==> config.mk <==
export PLATFORM = sky130hd
export DESIGN_NAME = painel_scroll_controller
export DESIGN_NICKNAME = d
export VERILOG_FILES = /design/src/rtl/painel_scroll_controller.sv
export SDC_FILE = /design/constraint.sdc
export NUM_CORES = 1
export LEC_CHECK = 0
export CAP_MARGIN = 15
export CORE_AREA = 8 8 70 88
export DETAILED_ROUTE_END_ITERATION = 10
export DIE_AREA = 0 0 78 96
export GPL_TIMING_DRIVEN = 0
export SYNTH_ARGS = -nofsm -noshare
export SYNTH_HDL_FRONTEND = slang
export SYNTH_SLANG_ARGS = --single-unit
==> constraint.sdc <==
create_clock -name CLK -period 2.4 [get_ports CLK]
set_input_delay 0.48 -clock CLK [delete_from_list [all_inputs] [get_ports CLK]]
set_output_delay 0.48 -clock CLK [all_outputs]
set_load 0.03 [all_outputs]
==> src/rtl/painel_scroll_controller.sv <==
// Scroll sequencer for the panel's circular row registers: preset load, then timed shift commands.
// Optional build macro PAUSE_AT_WRAP_EN holds the scroll for PAUSE_TICKS steps after every frame wrap.
module painel_scroll_controller #(
  parameter int DIV         = 50_000_000,
  parameter int FRAME_LEN   = 16,
  parameter int PAUSE_TICKS = 8
) (
  input  logic       CLK,
  input  logic       RST,
  input  logic       start,
  input  logic       stop,
  input  logic       reload,
  input  logic       dir,
  input  logic       bounce,
  output logic       ch0,
  output logic       ch1,
  output logic       busy,
  output logic [3:0] step,
  output logic       frame_done
);

  // state | meaning
  // LOAD  | emit one preset-load command, clear column offset
  // IDLE  | hold, wait for start without stop
  // RUN   | divider running, one shift command per DIV cycles
  // PAUSE | hold after a frame wrap (PAUSE_AT_WRAP_EN builds only)
  typedef enum logic [1:0] {S_LOAD, S_IDLE, S_RUN, S_PAUSE} state_t;

  localparam int             DW      = (DIV > 1) ? $clog2(DIV) : 1;
  localparam logic [DW-1:0]  DIV_TC  = DW'(DIV - 1);
  localparam logic [3:0]     STEP_TC = 4'(FRAME_LEN - 1);

  state_t        state_q, state_d;
  logic [DW-1:0] div_q, div_d;
  logic [3:0]    step_q, step_d;
  logic          dir_q, dir_d;
  logic [1:0]    mode_q, mode_d;
  logic          fd_q, fd_d;
  logic          halt, wrap;

`ifdef PAUSE_AT_WRAP_EN
  localparam int            PC     = PAUSE_TICKS * DIV;
  localparam int            PW     = (PC > 1) ? $clog2(PC) : 1;
  localparam logic [PW-1:0] PAUSE_LD = PW'(PC - 1);
  logic [PW-1:0] pcnt_q, pcnt_d;
`endif

  assign halt = stop | ~start;
  assign wrap = (step_q == STEP_TC);

  always_comb begin
    state_d = state_q;
    div_d   = div_q;
    step_d  = step_q;
    dir_d   = dir_q;
    mode_d  = 2'b00;
    fd_d    = 1'b0;
`ifdef PAUSE_AT_WRAP_EN
    pcnt_d  = pcnt_q;
`endif
    if (reload) begin
      state_d = S_LOAD;
      div_d   = '0;
    end else begin
      case (state_q)
        S_LOAD: begin
          mode_d  = 2'b11;
          step_d  = 4'd0;
          div_d   = '0;
          state_d = S_IDLE;
        end
        S_IDLE: begin
          if (start && !stop) begin
            state_d = S_RUN;
            div_d   = '0;
            dir_d   = dir;
          end
        end
        S_RUN: begin
          if (div_q == DIV_TC) begin
            div_d  = '0;
            mode_d = dir_q ? 2'b10 : 2'b01;
            step_d = wrap ? 4'd0 : step_q + 4'd1;
            fd_d   = wrap;
            // bounce freezes dir sampling; direction only flips at the wrap
            if (!bounce)   dir_d = dir;
            else if (wrap) dir_d = ~dir_q;
`ifdef PAUSE_AT_WRAP_EN
            if (wrap) begin
              state_d = S_PAUSE;
              pcnt_d  = PAUSE_LD;
            end
`endif
          end else begin
            div_d = div_q + 1'b1;
          end
          if (halt) begin
            state_d = S_IDLE;
            div_d   = '0;
          end
        end
`ifdef PAUSE_AT_WRAP_EN
        S_PAUSE: begin
          if (halt) begin
            state_d = S_IDLE;
          end else if (pcnt_q == '0) begin
            state_d = S_RUN;
            div_d   = '0;
          end else begin
            pcnt_d = pcnt_q - 1'b1;
          end
        end
`endif
        default: state_d = S_IDLE;
      endcase
    end
  end

  always_ff @(posedge CLK) begin
    if (RST) begin
      state_q <= S_LOAD;
      div_q   <= '0;
      step_q  <= 4'd0;
      dir_q   <= dir;
      mode_q  <= 2'b00;
      fd_q    <= 1'b0;
`ifdef PAUSE_AT_WRAP_EN
      pcnt_q  <= '0;
`endif
    end else begin
      state_q <= state_d;
      div_q   <= div_d;
      step_q  <= step_d;
      dir_q   <= dir_d;
      mode_q  <= mode_d;
      fd_q    <= fd_d;
`ifdef PAUSE_AT_WRAP_EN
      pcnt_q  <= pcnt_d;
`endif
    end
  end

  assign ch0        = mode_q[0];
  assign ch1        = mode_q[1];
  assign frame_done = fd_q;
  assign step       = step_q;
  assign busy       = (state_q == S_RUN) || (state_q == S_PAUSE);

endmodule

# ---- After elaboration in Yosys (flattened, before gate mapping)
# Cells that the tools add are included.
dict set report totals {
  elab_cells 59
  in_bits 7
  out_inout_bits 8
  reg_bits 36
}
dict set report op_classes {
  addsub 2
  eq_ne 12
  bitwise 6
  n_reduce_logical 13
  muxes 20
}
# cell n
set ops {}
lappend ops {{26-bit 2-to-1 mux} 3}
lappend ops {{26-bit one-hot mux with 3 select lines} 1}
lappend ops {{26-bit by 1-bit adder with 26-bit output, second input constant} 1}
lappend ops {{26-bit equality test, second input constant} 1}
lappend ops {{2-bit 2-to-1 mux} 4}
lappend ops {{4-bit 2-to-1 mux} 2}
lappend ops {{2-bit != test, second input constant} 4}
lappend ops {{2-bit one-hot mux with 2 select lines} 2}
lappend ops {{4-bit one-hot mux with 2 select lines} 1}
lappend ops {{1-bit 2-to-1 mux} 6}
lappend ops {{3-bit != test, second input constant} 2}
lappend ops {{3-bit nonzero test} 2}
lappend ops {{1-bit inverter} 5}
lappend ops {{5-bit AND reduction} 1}
lappend ops {{4-bit by 1-bit adder with 4-bit output, second input constant} 1}
lappend ops {{2-bit equality test, second input constant} 2}
lappend ops {{4-bit equality test, second input constant} 1}
lappend ops {{4-bit != test, second input constant} 1}
lappend ops {{2-bit AND reduction} 2}
lappend ops {{4-bit OR reduction} 1}
lappend ops {{3-bit AND reduction} 1}
lappend ops {{2-bit by 1-bit equality test with 1-bit output, second input constant} 1}
lappend ops {{2-bit zero test} 1}
lappend ops {{1-bit one-hot mux with 2 select lines} 1}
lappend ops {{other kinds (6)} 6}

# ---- Logic depth before layout (Yosys ltp)
dict set report depth {
  ltp_word 7
  ltp_mapped 7
  ltp_nobuf 6
}

# ---- Least setup slack after synthesis
# OpenSTA, ideal clock, no wires.
dict set report synth_path {
  kind {flip-flop to flip-flop}
  start {reg div_q[10]}
  end {reg div_q[10]}
  setup_slack_ns 0.434
  stages_incl_launch_ff 7
  n_path_buf 1
  arrival_ns 1.849
  cell_sequence {dfxtp_1 > or4b_4 > nor4_4 > a21boi_1 > o211ai_2 > buf_2 > nor2_1}
}
dict set report synth_via {
  elab_chain_cells 4
}
# element line_no
set synth_rtl {}
lappend synth_rtl {{from (decl)} 34} ;# logic [DW-1:0] div_q, div_d;
lappend synth_rtl {{from (signal assigned)} 132} ;# div_q <= div_d;
lappend synth_rtl {{26-bit by 1-bit adder with 26-bit output or 26-bit equality test (tied branches)} {95, 80}}
lappend synth_rtl {{26-bit 2-to-1 mux (*)} 80} ;# if (div_q == DIV_TC) begin
lappend synth_rtl {{26-bit 2-to-1 mux (*)} 97} ;# if (halt) begin
lappend synth_rtl {{26-bit one-hot mux with 3 select lines (*)} 65} ;# case (state_q)
# Mark *: on every way between the ends. The rest lies on a longest branch, timed or not.
# A chain may end at the register's enable or synchronous reset.

# ---- Final worst setup path
dict set report layout_path {
  start {reg div_q[7]}
  end {reg dir_q (enable)}
}
dict set report layout_via {
  elab_chain_cells 3
}
# element line_no
set layout_rtl {}
lappend layout_rtl {{26-bit equality test} 80}
lappend layout_rtl {{3-bit != test (no line)} --}
lappend layout_rtl {{5-bit AND reduction (no line)} --}
lappend layout_rtl {{to (signal assigned)} 124} ;# dir_q <= dir;
lappend layout_rtl {{to (signal assigned)} 134} ;# dir_q <= dir_d;
lappend layout_rtl {{to (decl)} 36} ;# logic dir_q, dir_d;
# Every way passes these cells.

==> impl_metrics.py <==
metrics = {
    "outcome": {
        "status": "complete, no violations",
    },
    "placement": {
        "postPlaceCellArea_um2": 2074,
        "dp_hpwl_um": 3134,
        "portBuffers": 14,
        "routabilityCongestion": 0.7487,
        "dp_slack_ns": -0.2886,
    },
    "floorplanning": {
        "rows": 29,
        "die_h_um": 96,
        "core_region_area_um2": 4862,
        "die_area_um2": 7488,
        "start_util_pct": 38.19,
        "die_width_um": 78,
        "io_pins": 15,
    },
    "layout": {
        "syn2layout_area_growth_pct": 20.01,
        "fill_cells": 497,
        "post-route-util_pct": 45.83,
        "nets": 249,
        "drive_gt1_share_pct": 11.20,
        "diodes": 0,
        "multi_input_area_um2": 1079,
        "regArea_um2": 730.7,
        "layout.cell_area.non_filler_um2": 2228,
    },
    "cts": {
        "numCtsBuffers": 5,
        "cts_buffer_depth": 2,
        "cts_num_sinks": 36,
        "clk_latency_ns": 0.29,
        "clock-root-buffer": "clkbuf_8",
        "cts.clk_slew.worst_paths_ns": 0.07,
        "hold_buffers": 0,
        "htree_levels": 2,
        "cts_tree": "yes",
    },
    "min_path": {
        "hold_class": "flop to flop",
    },
    "pwr": {
        "p_leak_uw": 0.0007418,
        "ir_drop_v": 0.0002472,
        "p_per_area_nw_per_um2": 563.4,
    },
    "sta": {
        "worst_pin_slew_ns": 0.5459,
        "drv_slew": 0,
        "maxClockFrequency_ghz": 0.4488,
        "fin_skew_ns": 0.008597,
        "hold_violations": 0,
        "setup_ws_ns": 0.1720,
        "rsz0062_at_grt": "false",
        "period_minus_slack_ns": 2.228,
        "setup_violations": 0,
        "finalCritPeriodShare_pct": 92.83,
        "slew_headroom_pct": 63.33,
        "timing.hold.ws_ns": 0.4856,
    },
    "yosys": {
        "synth-edff-count": 1,
        "syn_area_per_cell_um2": 8.596,
        "synth_commonest_cells": "dfxtp_1 (35), nor2_1 (28), nand2_1 (19), xor2_1 (19), nand3_1 (16)",
        "synth_ff_type": "dfxtp_1",
        "yosysTopAreaCell": "dfxtp_1",
        "synthCells": 216,
        "yosysSeqAreaShare_pct": 39.35,
        "synth_top_cell_area_share_pct": 37.74,
        "ys_top_cells_by_area": "dfxtp_1 (38%), xor2_1 (9.0%), nor2_1 (5.7%)",
        "synth.most_common_cell": "dfxtp_1",
        "ys_async_sr_fraction_pct": 0,
        "synth_area_um2": 1857,
        "ys_types": 46,
        "syn_nets": 225,
        "ys_ff_latch": 36,
        "yosysWarnings": 0,
    },
    "setup_path": {
        "cp.required_ns": 2.42,
        "worst_path_max_delay_cell": "or4_4",
        "end_kind": "flop",
        "arrival_ns": 2.24,
        "cp-start-kind": "flop",
        "critPathBufInv": 1,
        "crit_type": "flop to flop",
        "critPathMaxFanout": 7,
        "cp_top_family": "simple AND/OR/NAND/NOR gates",
        "slowest_delay_ns": 0.56,
        "crit_chain": "or4_4, nor4_4, buf_4, nand2_4, o21ai_0, a21o_1",
    },
    "drt": {
        "routedWlPerCell_um": 13.89,
        "drt.antenna.violating_nets": 0,
        "firstDrtPassIters": 4,
        "routed_wl_um": 4209,
        "drc": 0,
        "viasPerCell": 5.304,
        "vias": 1607,
        "drtIter0Drc": 63,
    },
    "run": {
        "drv_cap": 0,
    },
    "grt": {
        "grt.overflow.total": 0,
        "grt_max_degree": 12,
        "grtUsageTotal_pct": 12.17,
        "antenna_found_initial": 0,
        "grt_pass1_vias": 1593,
        "grt_pass1_wl_um": 7383,
    },
}
==> cell type report <==
type                    count  share of cell area, %
clock inverters             1                  1.348
clock buffers               7                  4.323
well taps                  62                  3.481
inverters                   4                 0.6738
flip-flops and latches     36                  32.79
repair buffers             17                  7.299
multi-input cells         168                  48.40
plain buffers               8                  1.684
==> layer usage <==
layer | up-vias | track usage [%] | part of all wire, %
met2 | 19 | 21.77 | 50
met3 | 7 | 2.897 | 4.3
met5 | - | 0 | 0
met1 | 762 | 13.20 | 44
li1 | 819 | - | -
met4 | 0 | 6.192 | 1.8
==> state kept, by name (all words and copies together), names as in the netlist <==
| register | count |
|---|---|
| div_q | 26 |
| step | 4 |
| mode_q | 2 |
| state_q | 2 |
| dir_q | 1 |
| frame_done | 1 |
==> kinds of logic (layout without fill, tap and decap cells) <==
group	count (synthesis)	count (layout)	share of synthesized area (%)
compound gates	28	28	10.04
xor+xnor	20	20	9.434
fa+ha+maj	2	2	1.347
buf+inv	12	37	2.830
flops	36	36	39.35
mux	3	3	1.617
simple gates	115	115	35.38
==> power by group <==
part | leakage (µW) | total (µW) | internal (µW) | switching (µW)
sequential | 0.000292 | 607 | 604 | 3.11
clock | 0.0000645 | 590 | 367 | 223
combinational | 0.000385 | 59.1 | 25.4 | 33.7
total | 0.000742 | 1260 | 996 | 260
==> through the flow <==
step                instances  TNS (ns)  total power [µW]
floorplan                 216         0             654.5
global placement          292    -2.141             679.0
detailed placement        292    -2.331             680.0
CTS                       300         0              1271
global route              303         0              1299
finish                    303         0              1255
==> final timing paths <==
kind             start         to  slack (ns)  cells past startpoint
max           div_q[7]      dir_q        0.17                      6
min          div_q[24]  div_q[24]        0.49                      2
max reg2reg   div_q[7]      dir_q        0.17                      6
min reg2reg  div_q[24]  div_q[24]        0.49                      2
==> worst reg2reg max path: stages (launching register included) <==
cell	delay, ns
dfxtp_1	0.36
or4_4	0.56
nor4_4	0.40
buf_4	0.20
nand2_4	0.08
o21ai_0	0.22
a21o_1	0.14
==> repair_timing <==
item | 4_1_cts | 5_1_grt
gates resized for setup | 0 | 1
endpoints found under the setup margin | 0 | 18
setup buffers | 0 | 3
endpoints found under the hold margin | 0 | 0
==> cells in the final DEF, fill, tap and decap left out, types with 3 or more instances in the layout <==
cell / count
clkbuf_8: 7
nand2b_1: 5
buf_2: 3
buf_4: 4
nand3_1: 16
nor2b_1: 3
mux2i_1: 3
nand4b_1: 3
and3_1: 4
nor2_1: 28
nor4_1: 4
nand4_1: 10
or3_1: 3
xor2_1: 19
a31oi_1: 5
clkdlybuf4s50_1: 14
nand2_1: 19
o21ai_0: 6
dfxtp_1: 35
nand3b_1: 4
inv_1: 4
clkbuf_1: 4
a21oi_1: 6
No activity file was read; power rests on OpenSTA's default activity.
